===== src/rtl/wb_bus_arbiter_pkg.sv =====
// Shared encodings for the two-master Wishbone arbiter: FSM states, grant
// vectors and the default stall timeout.
package wb_bus_arbiter_pkg;

  typedef enum logic [1:0] {
    ST_IDLE = 2'd0,
    ST_OWN0 = 2'd1,
    ST_OWN1 = 2'd2
  } arb_state_e;

  localparam logic [1:0] GNT_NONE = 2'b00;
  localparam logic [1:0] GNT_M0   = 2'b01;
  localparam logic [1:0] GNT_M1   = 2'b10;

  localparam int unsigned TIMEOUT_CYCLES_DEFAULT = 64;

endpackage


===== src/rtl/wb_bus_arbiter_rr_pick.sv =====
// Combinational two-way round-robin chooser: on a tie the master that did
// not own the bus last wins.
module wb_arb_rr_pick
  import wb_bus_arbiter_pkg::*;
(
  input  logic [1:0] req,
  input  logic       last_owner,
  output logic [1:0] pick
);

  always_comb begin
    pick = GNT_NONE;
    case (req)
      2'b01:   pick = GNT_M0;
      2'b10:   pick = GNT_M1;
      2'b11:   pick = last_owner ? GNT_M0 : GNT_M1;
      default: pick = GNT_NONE;
    endcase
  end

endmodule


===== src/rtl/wb_bus_arbiter.sv =====
// Two-master / one-slave Wishbone arbiter, round-robin, grant held for a whole
// cyc burst. Define WB_ARB_TIMEOUT_EN to enable the stalled-slave timeout.
module wb_bus_arbiter
  import wb_bus_arbiter_pkg::*;
#(
  parameter int unsigned ADDR_W         = 32,
  parameter int unsigned DATA_W         = 32,
  parameter int unsigned TIMEOUT_CYCLES = TIMEOUT_CYCLES_DEFAULT
) (
  input  logic              clk,
  input  logic              rst,
  input  logic [ADDR_W-1:0] m0_adr_i,
  input  logic [DATA_W-1:0] m0_dat_i,
  output logic [DATA_W-1:0] m0_dat_o,
  input  logic              m0_we_i,
  input  logic              m0_cyc_i,
  input  logic              m0_stb_i,
  output logic              m0_ack_o,
  output logic              m0_err_o,
  input  logic [ADDR_W-1:0] m1_adr_i,
  input  logic [DATA_W-1:0] m1_dat_i,
  output logic [DATA_W-1:0] m1_dat_o,
  input  logic              m1_we_i,
  input  logic              m1_cyc_i,
  input  logic              m1_stb_i,
  output logic              m1_ack_o,
  output logic              m1_err_o,
  output logic [ADDR_W-1:0] s_adr_o,
  output logic [DATA_W-1:0] s_dat_o,
  input  logic [DATA_W-1:0] s_dat_i,
  output logic              s_we_o,
  output logic              s_cyc_o,
  output logic              s_stb_o,
  input  logic              s_ack_i,
  output logic [1:0]        grant_o
);

  arb_state_e state_q, state_d;
  logic       last_owner_q, last_owner_d;
  logic [1:0] grant_q, grant_d;
  logic [1:0] pick;
  logic       timeout_hit;

  wb_arb_rr_pick u_pick (
    .req        ({m1_cyc_i, m0_cyc_i}),
    .last_owner (last_owner_q),
    .pick       (pick)
  );

  always_comb begin
    state_d      = state_q;
    last_owner_d = last_owner_q;
    case (state_q)
      ST_IDLE: begin
        if (pick == GNT_M0)      state_d = ST_OWN0;
        else if (pick == GNT_M1) state_d = ST_OWN1;
      end
      ST_OWN0: begin
        if (timeout_hit || !m0_cyc_i) begin
          state_d      = (m1_cyc_i && !timeout_hit) ? ST_OWN1 : ST_IDLE;
          last_owner_d = 1'b0;
        end
      end
      ST_OWN1: begin
        if (timeout_hit || !m1_cyc_i) begin
          state_d      = (m0_cyc_i && !timeout_hit) ? ST_OWN0 : ST_IDLE;
          last_owner_d = 1'b1;
        end
      end
      default: state_d = ST_IDLE;
    endcase

    case (state_d)
      ST_OWN0: grant_d = GNT_M0;
      ST_OWN1: grant_d = GNT_M1;
      default: grant_d = GNT_NONE;
    endcase
  end

  always_ff @(posedge clk or posedge rst) begin
    if (rst) begin
      state_q      <= ST_IDLE;
      last_owner_q <= 1'b1;
      grant_q      <= GNT_NONE;
    end else begin
      state_q      <= state_d;
      last_owner_q <= last_owner_d;
      grant_q      <= grant_d;
    end
  end

  assign grant_o  = grant_q;
  assign m0_dat_o = s_dat_i;
  assign m1_dat_o = s_dat_i;

  // Ack is qualified by the owner's cyc so a late ack after cyc drops is lost.
  always_comb begin
    s_adr_o  = '0;
    s_dat_o  = '0;
    s_we_o   = 1'b0;
    s_cyc_o  = 1'b0;
    s_stb_o  = 1'b0;
    m0_ack_o = 1'b0;
    m1_ack_o = 1'b0;
    m0_err_o = 1'b0;
    m1_err_o = 1'b0;
    case (state_q)
      ST_OWN0: begin
        s_adr_o  = m0_adr_i;
        s_dat_o  = m0_dat_i;
        s_we_o   = m0_we_i;
        s_cyc_o  = m0_cyc_i;
        s_stb_o  = m0_stb_i;
        m0_ack_o = s_ack_i & m0_cyc_i;
        m0_err_o = timeout_hit;
      end
      ST_OWN1: begin
        s_adr_o  = m1_adr_i;
        s_dat_o  = m1_dat_i;
        s_we_o   = m1_we_i;
        s_cyc_o  = m1_cyc_i;
        s_stb_o  = m1_stb_i;
        m1_ack_o = s_ack_i & m1_cyc_i;
        m1_err_o = timeout_hit;
      end
      default: ;
    endcase
  end

`ifdef WB_ARB_TIMEOUT_EN
  localparam int unsigned TO_W = $clog2(TIMEOUT_CYCLES) + 1;
  localparam logic [TO_W-1:0] TO_LAST = TO_W'(TIMEOUT_CYCLES - 1);

  logic [TO_W-1:0] to_cnt_q, to_cnt_d;

  always_comb begin
    timeout_hit = s_stb_o && !s_ack_i && (to_cnt_q == TO_LAST);
    to_cnt_d    = to_cnt_q;
    if (s_ack_i || (state_d != state_q)) to_cnt_d = '0;
    else if (s_stb_o)                    to_cnt_d = to_cnt_q + 1'b1;
  end

  always_ff @(posedge clk or posedge rst) begin
    if (rst) to_cnt_q <= '0;
    else     to_cnt_q <= to_cnt_d;
  end
`else
  assign timeout_hit = 1'b0;
`endif

endmodule


===== config.mk =====
export PLATFORM = sky130hd
export DESIGN_NAME = wb_bus_arbiter
export DESIGN_NICKNAME = d
export VERILOG_FILES = /design/src/rtl/wb_bus_arbiter_pkg.sv /design/src/rtl/wb_bus_arbiter_rr_pick.sv /design/src/rtl/wb_bus_arbiter.sv
export SDC_FILE = /design/constraint.sdc
export NUM_CORES = 1
export LEC_CHECK = 0
export CORE_AREA = 2 2 120 122
export CTS_BUF_LIST = sky130_fd_sc_hd__clkbuf_2
export CTS_CLUSTER_DIAMETER = 30
export DETAILED_ROUTE_END_ITERATION = 12
export DIE_AREA = 0 0 122 124
export PLACE_DENSITY_LB_ADDON = 0.12
export SYNTH_ARGS = -nofsm -noshare
export SYNTH_HDL_FRONTEND = slang
export SYNTH_SLANG_ARGS = --single-unit

===== constraint.sdc =====
create_clock -name clk -period 1.5 [get_ports clk]
set_input_delay 0.225 -clock clk [delete_from_list [all_inputs] [get_ports clk]]
set_output_delay 0.225 -clock clk [all_outputs]
set_load 0.1 [all_outputs]

# Yosys cells after proc, flatten, opt, wreduce, memory -nomap -nowiden
# Cells that the tools add are included.
# Widths: inputs -> output; s select.
dict set report totals {
  register_bits 5
  input_bits 169
  output_inout_bits 137
}
dict set report classes {
  mux 20
  n_reduce_logical 3
  n_eq_ne 11
  n_bitwise 2
}
# op n
set op_table {}
lappend op_table {{$pmux 32 s2} 2}
lappend op_table {{$mux 2} 6}
lappend op_table {{$pmux 2 s3} 2}
lappend op_table {{$eq 2x2->1 const B} 5}
lappend op_table {{$eq 2x1->1 const B} 4}
lappend op_table {{$pmux 1 s2} 4}
lappend op_table {{$mux 1} 5}
lappend op_table {{$ne 2x2->1 const B} 2}
lappend op_table {{$pmux 2 s2} 1}
lappend op_table {{$reduce_and 3->1} 1}
lappend op_table {{$and 1x1->1} 2}
lappend op_table {{$logic_not 2->1} 1}
lappend op_table {{$reduce_bool 2->1} 1}

# Logic depth before layout (Yosys ltp)
dict set report logic_depth {
  ltp_word 8
  mapped_depth 7
  ltp_nobuf 5
}

# Cells and area by module
# A second synthesis with hierarchy kept.
dict set report hier_totals {
  cells_unflattened 266
  hier_area_um2 1908.1
}
# module n_inst area_per_inst_um2 cells_per_inst seq_area_each_um2
set modules_own_cells {}
lappend modules_own_cells {wb_bus_arbiter 1 1889.3 263 126.4}
lappend modules_own_cells {wb_arb_rr_pick 1 18.8 3 0.0}

# Least setup slack after synthesis
# OpenSTA, ideal clock, no wires.
dict set report synth_timing {
  path_kind {reg-to-output}
  from {reg state_q[1]}
  to {out s_adr_o[12]}
  path_buffers 2
  t_arrival_ns 2.621
  path_stages_with_launch 7
  slack_ns -1.346
  path_cell_list {dfrtp_1 > inv_1 > ha_1 > clkbuf_1 > clkbuf_1 > a22oi_1 > nor2b_1}
}
dict set report synth_between {
  elab_chain_cells 2
  elab_cells_between_ends 3
  classes_between {eq/ne: 2; mux: 1}
}
# item line
set synth_lines {}
lappend synth_lines {{start, declared} wb_bus_arbiter.sv:38} ;# arb_state_e state_q, state_d;
lappend synth_lines {{start signal, assigned} wb_bus_arbiter.sv:86} ;# state_q <= state_d;
lappend synth_lines {{$eq 2x2->1 or $eq 2x1->1 (tied branches)} wb_bus_arbiter.sv:107} ;# case (state_q)
lappend synth_lines {{$pmux 32 s2 (*)} wb_bus_arbiter.sv:107}
lappend synth_lines {{end, declared} wb_bus_arbiter.sv:28} ;# output logic [ADDR_W-1:0] s_adr_o,
# Every way passes the cells marked *; elsewhere a longest branch is shown, timed or not.

# Worst setup path after layout
dict set report layout_timing {
  from {reg state_q[0]}
  to {out s_dat_o[7]}
}
dict set report layout_between {
  elab_chain_cells 2
  elab_cells_between_ends 3
  classes_between {eq/ne: 2; mux: 1}
}
# item line
set layout_lines {}
lappend layout_lines {{$eq 2x2->1 or $eq 2x1->1 (tied branches)} wb_bus_arbiter.sv:107}
lappend layout_lines {{$pmux 32 s2 (*)} wb_bus_arbiter.sv:107}
lappend layout_lines {{end, declared} wb_bus_arbiter.sv:29} ;# output logic [DATA_W-1:0] s_dat_o,
# Marks and branches as above.

==> results.yml <==
clock_network:
  cts_buffers: 3
  ctsHoldBuffers: 0
  root_buffer: "clkbuf_2"
  cts_tree: "done"
  clock-sinks: 5
  htree_num_levels: 1
  path_clk_slew_ns: 0.07
  clockBufferDepth: 2
  clock_latency_ns: 0.23
sta:
  fin_crit_ns: 1.96
  hold_viol_final: 0
  hold_ws_ns: 0.181
  final.setup.worst_slack_ns: -0.456
  fmax_ghz: 0.511
  period_share: 1.30
  drv_slew: 0
  rsz0062_at_grt: "yes"
  finalSetupViolCount: 73
  fin_skew_ns: 0.0165
route:
  dr.pass1.iters: 4
  vias: 2434
  dr_wl_met2_mm: 5.67
  drc: 0
  ant_nets: 0
  wl_per_cell_um: 17.6
  viasPerCell: 4.08
  routed_wl_mm: 10.5
  wl_met3_um: 964
  wirelength_met1_mm: 3.77
  drtIter0Drc: 59
  routed.top_layer: "met4"
yosys:
  synth_common_cells: "a22oi_1 (67), nor2b_1 (67), buf_4 (66), clkbuf_1 (20), nor2_1 (5)"
  synth_top_area_share: 0.267
  synth_edf_count: 0
  synth_seq_cells: 5
  synth.distinct_cells: 23
  yosys.area.top_type: "a22oi_1"
  synth_ff_type: "dfrtp_1"
  synth_seq_area_share: 0.0672
  syn_inst: 259
  synth_warnings: 0
  synth_area_mm2: 0.00188
  async_flop_share: 1.00
  synthTopCellsByArea: "a22oi_1 (27%), buf_4 (26%), nor2b_1 (22%)"
  synth_area_per_cell_um2: 7.26
global_routing:
  antenna_found_initial: 0
  grt_use_total: 0.107
  grt_pass1_vias: 2432
  grt-ovfl-total: 0
  grt_pass1_wl_mm: 12.9
  grt_max_degree: 50
worst_setup_path:
  cp_num_buf_inv: 5
  cpMostUsedCell: "buf_12"
  path_max_fanout: 7
  worst_r2r_path_depth: 6
  rrSetupSlack_ns: -0.09
  worstSetupPathType: "reg -> out"
  cp-end-kind: "primary output"
  crit_path_start_kind: "register"
  r2r_start: "state_q[1]$_DFF_PP0_"
  slowest_stage: "dfrtp_2"
  crit_arrival_ns: 1.73
  critical-path-top-delay-family: "buffers and inverters"
  path_cells: "inv_2, buf_6, ha_4, buf_12, clkbuf_16, nor2b_4, buf_12"
  rr_endpoint: "grant_o[0]$_DFF_PP0_"
  cp.required_ns: 1.27
  critPathMaxStageDelay_ns: 0.40
placed_design:
  hpwlAfterDp_mm: 7.04
  gp_congestion: 0.692
  dp_cells: 578
  port_buffers: 207
run_status:
  violations: "setup timing"
  status: "finished with violations"
layout:
  drive_gt1_frac: 0.487
  nFillCells: 1339
  layoutNonFillerInstCount: 597
  antenna_cells: 0
  fin_nets: 591
  area_growth_pct: 191
die:
  die-area_mm2: 0.0151
  ios: 306
  core_area_mm2: 0.0137
  core.rowCount: 43
  start_util: 0.137
  die_w_um: 122
  die_h_um: 124
pwr:
  p_per_area_mw_per_mm2: 2740
  power_mw: 15.0
  p_leak_nw: 2.07
  irDropWorstVdd_mv: 1.23
run:
  cap_violations: 0
min_path:
  hold_class: "in -> async"
## per-layer routing
metal / vias to the layer above / global-route usage
li1: 1155 / -
met1: 1124 / 0.115
met2: 131 / 0.206
met3: 24 / 0.0284
met4: 0 / 0.0266
met5: - / 0
## cell families after synthesis
kind of cell	count (synthesis)	share of synthesized area
AND/OR/NAND/NOR	78	0.260
AO/OA/AOI/OAI	75	0.300
other	1	0.00199
buffers and inverters	94	0.328
flip-flops	5	0.0672
adder cells (fa/ha/maj)	4	0.0266
multiplexers	2	0.0160
## power by group
group	total, mW	switching, mW	internal, mW
sequential	0.263	0.0626	0.200
clock	0.129	0.0586	0.0705
combinational	14.6	8.09	6.49
## flip-flops by register name, summed over array words and instances, names as in the netlist
register,flops
state_q,2
grant_o,2
last_owner_q,1
## placed cells by master, fill, tap and decap left out
cell type and instances:
buf_6 3, nor2b_4 67, dfrtp_1 3, buf_8 3, clkdlybuf4s50_1 136, buf_4 14, ha_1 1, and3_4 2
nand2b_1 1, a22oi_2 8, conb_1 2, clkbuf_16 8, nor3b_2 2, clkbuf_2 4, or2b_1 1, a22oi_1 59
nor2_1 5, ha_4 3, o21ai_0 1, inv_2 2, a32o_1 2, dfstp_2 1, buf_12 80, inv_1 1
a21oi_1 1, a21oi_2 3, dfrtp_2 1, mux2_4 2, o2bb2ai_1 1
## how the worst max path moves through the flow
stage	slack, ns	cells past startpoint	endpoint	from
2_1_floorplan	-0.29	5	s_adr_o[0]	state_q[1]$_DFF_PP0_
3_3_place_gp	-0.21	5	grant_o[1]$_DFF_PP0_	m1_cyc_i
3_5_place_dp	-0.24	5	grant_o[1]$_DFF_PP0_	m1_cyc_i
4_1_cts	-0.46	6	s_dat_o[16]	state_q[0]$_DFF_PP0_
5_1_grt	-0.55	7	s_adr_o[21]	state_q[0]$_DFF_PP0_
6_report	-0.46	7	s_dat_o[7]	state_q[0]$_DFF_PP0_
## per-stage QoR
step           setup slack (ns)  TNS (ns)  cell area [um^2]  utilization
2_1_floorplan            -0.290    -19.09              2600            -
3_3_place_gp             -0.211    -13.03              5070        0.370
3_5_place_dp             -0.237    -14.08              5070        0.370
4_1_cts                  -0.461    -30.02              5100        0.372
5_1_grt                  -0.546    -36.66              5470        0.398
6_report                 -0.456    -29.55              5470        0.398
## repair_timing
| action | 4_1_cts | 5_1_grt |
|---|---|---|
| resized for setup | 1 | 19 |
| pin swaps | 0 | 1 |
| setup buffers | 0 | 4 |
| endpoints found under the setup margin | 71 | 73 |
| endpoints found under the hold margin | 0 | 0 |
| cloned | 0 | 11 |
## area by class of cell
class / count / area [um^2] / area share
sequential: 5 / 128 / 0.0233
timing repair buffer: 244 / 3350 / 0.612
clock buffer: 4 / 20.0 / 0.00366
multi-input combinational: 161 / 1740 / 0.317
tap: 180 / 225 / 0.0412
inverter: 3 / 11.3 / 0.00206
Power figures use the tool's default switching activity.
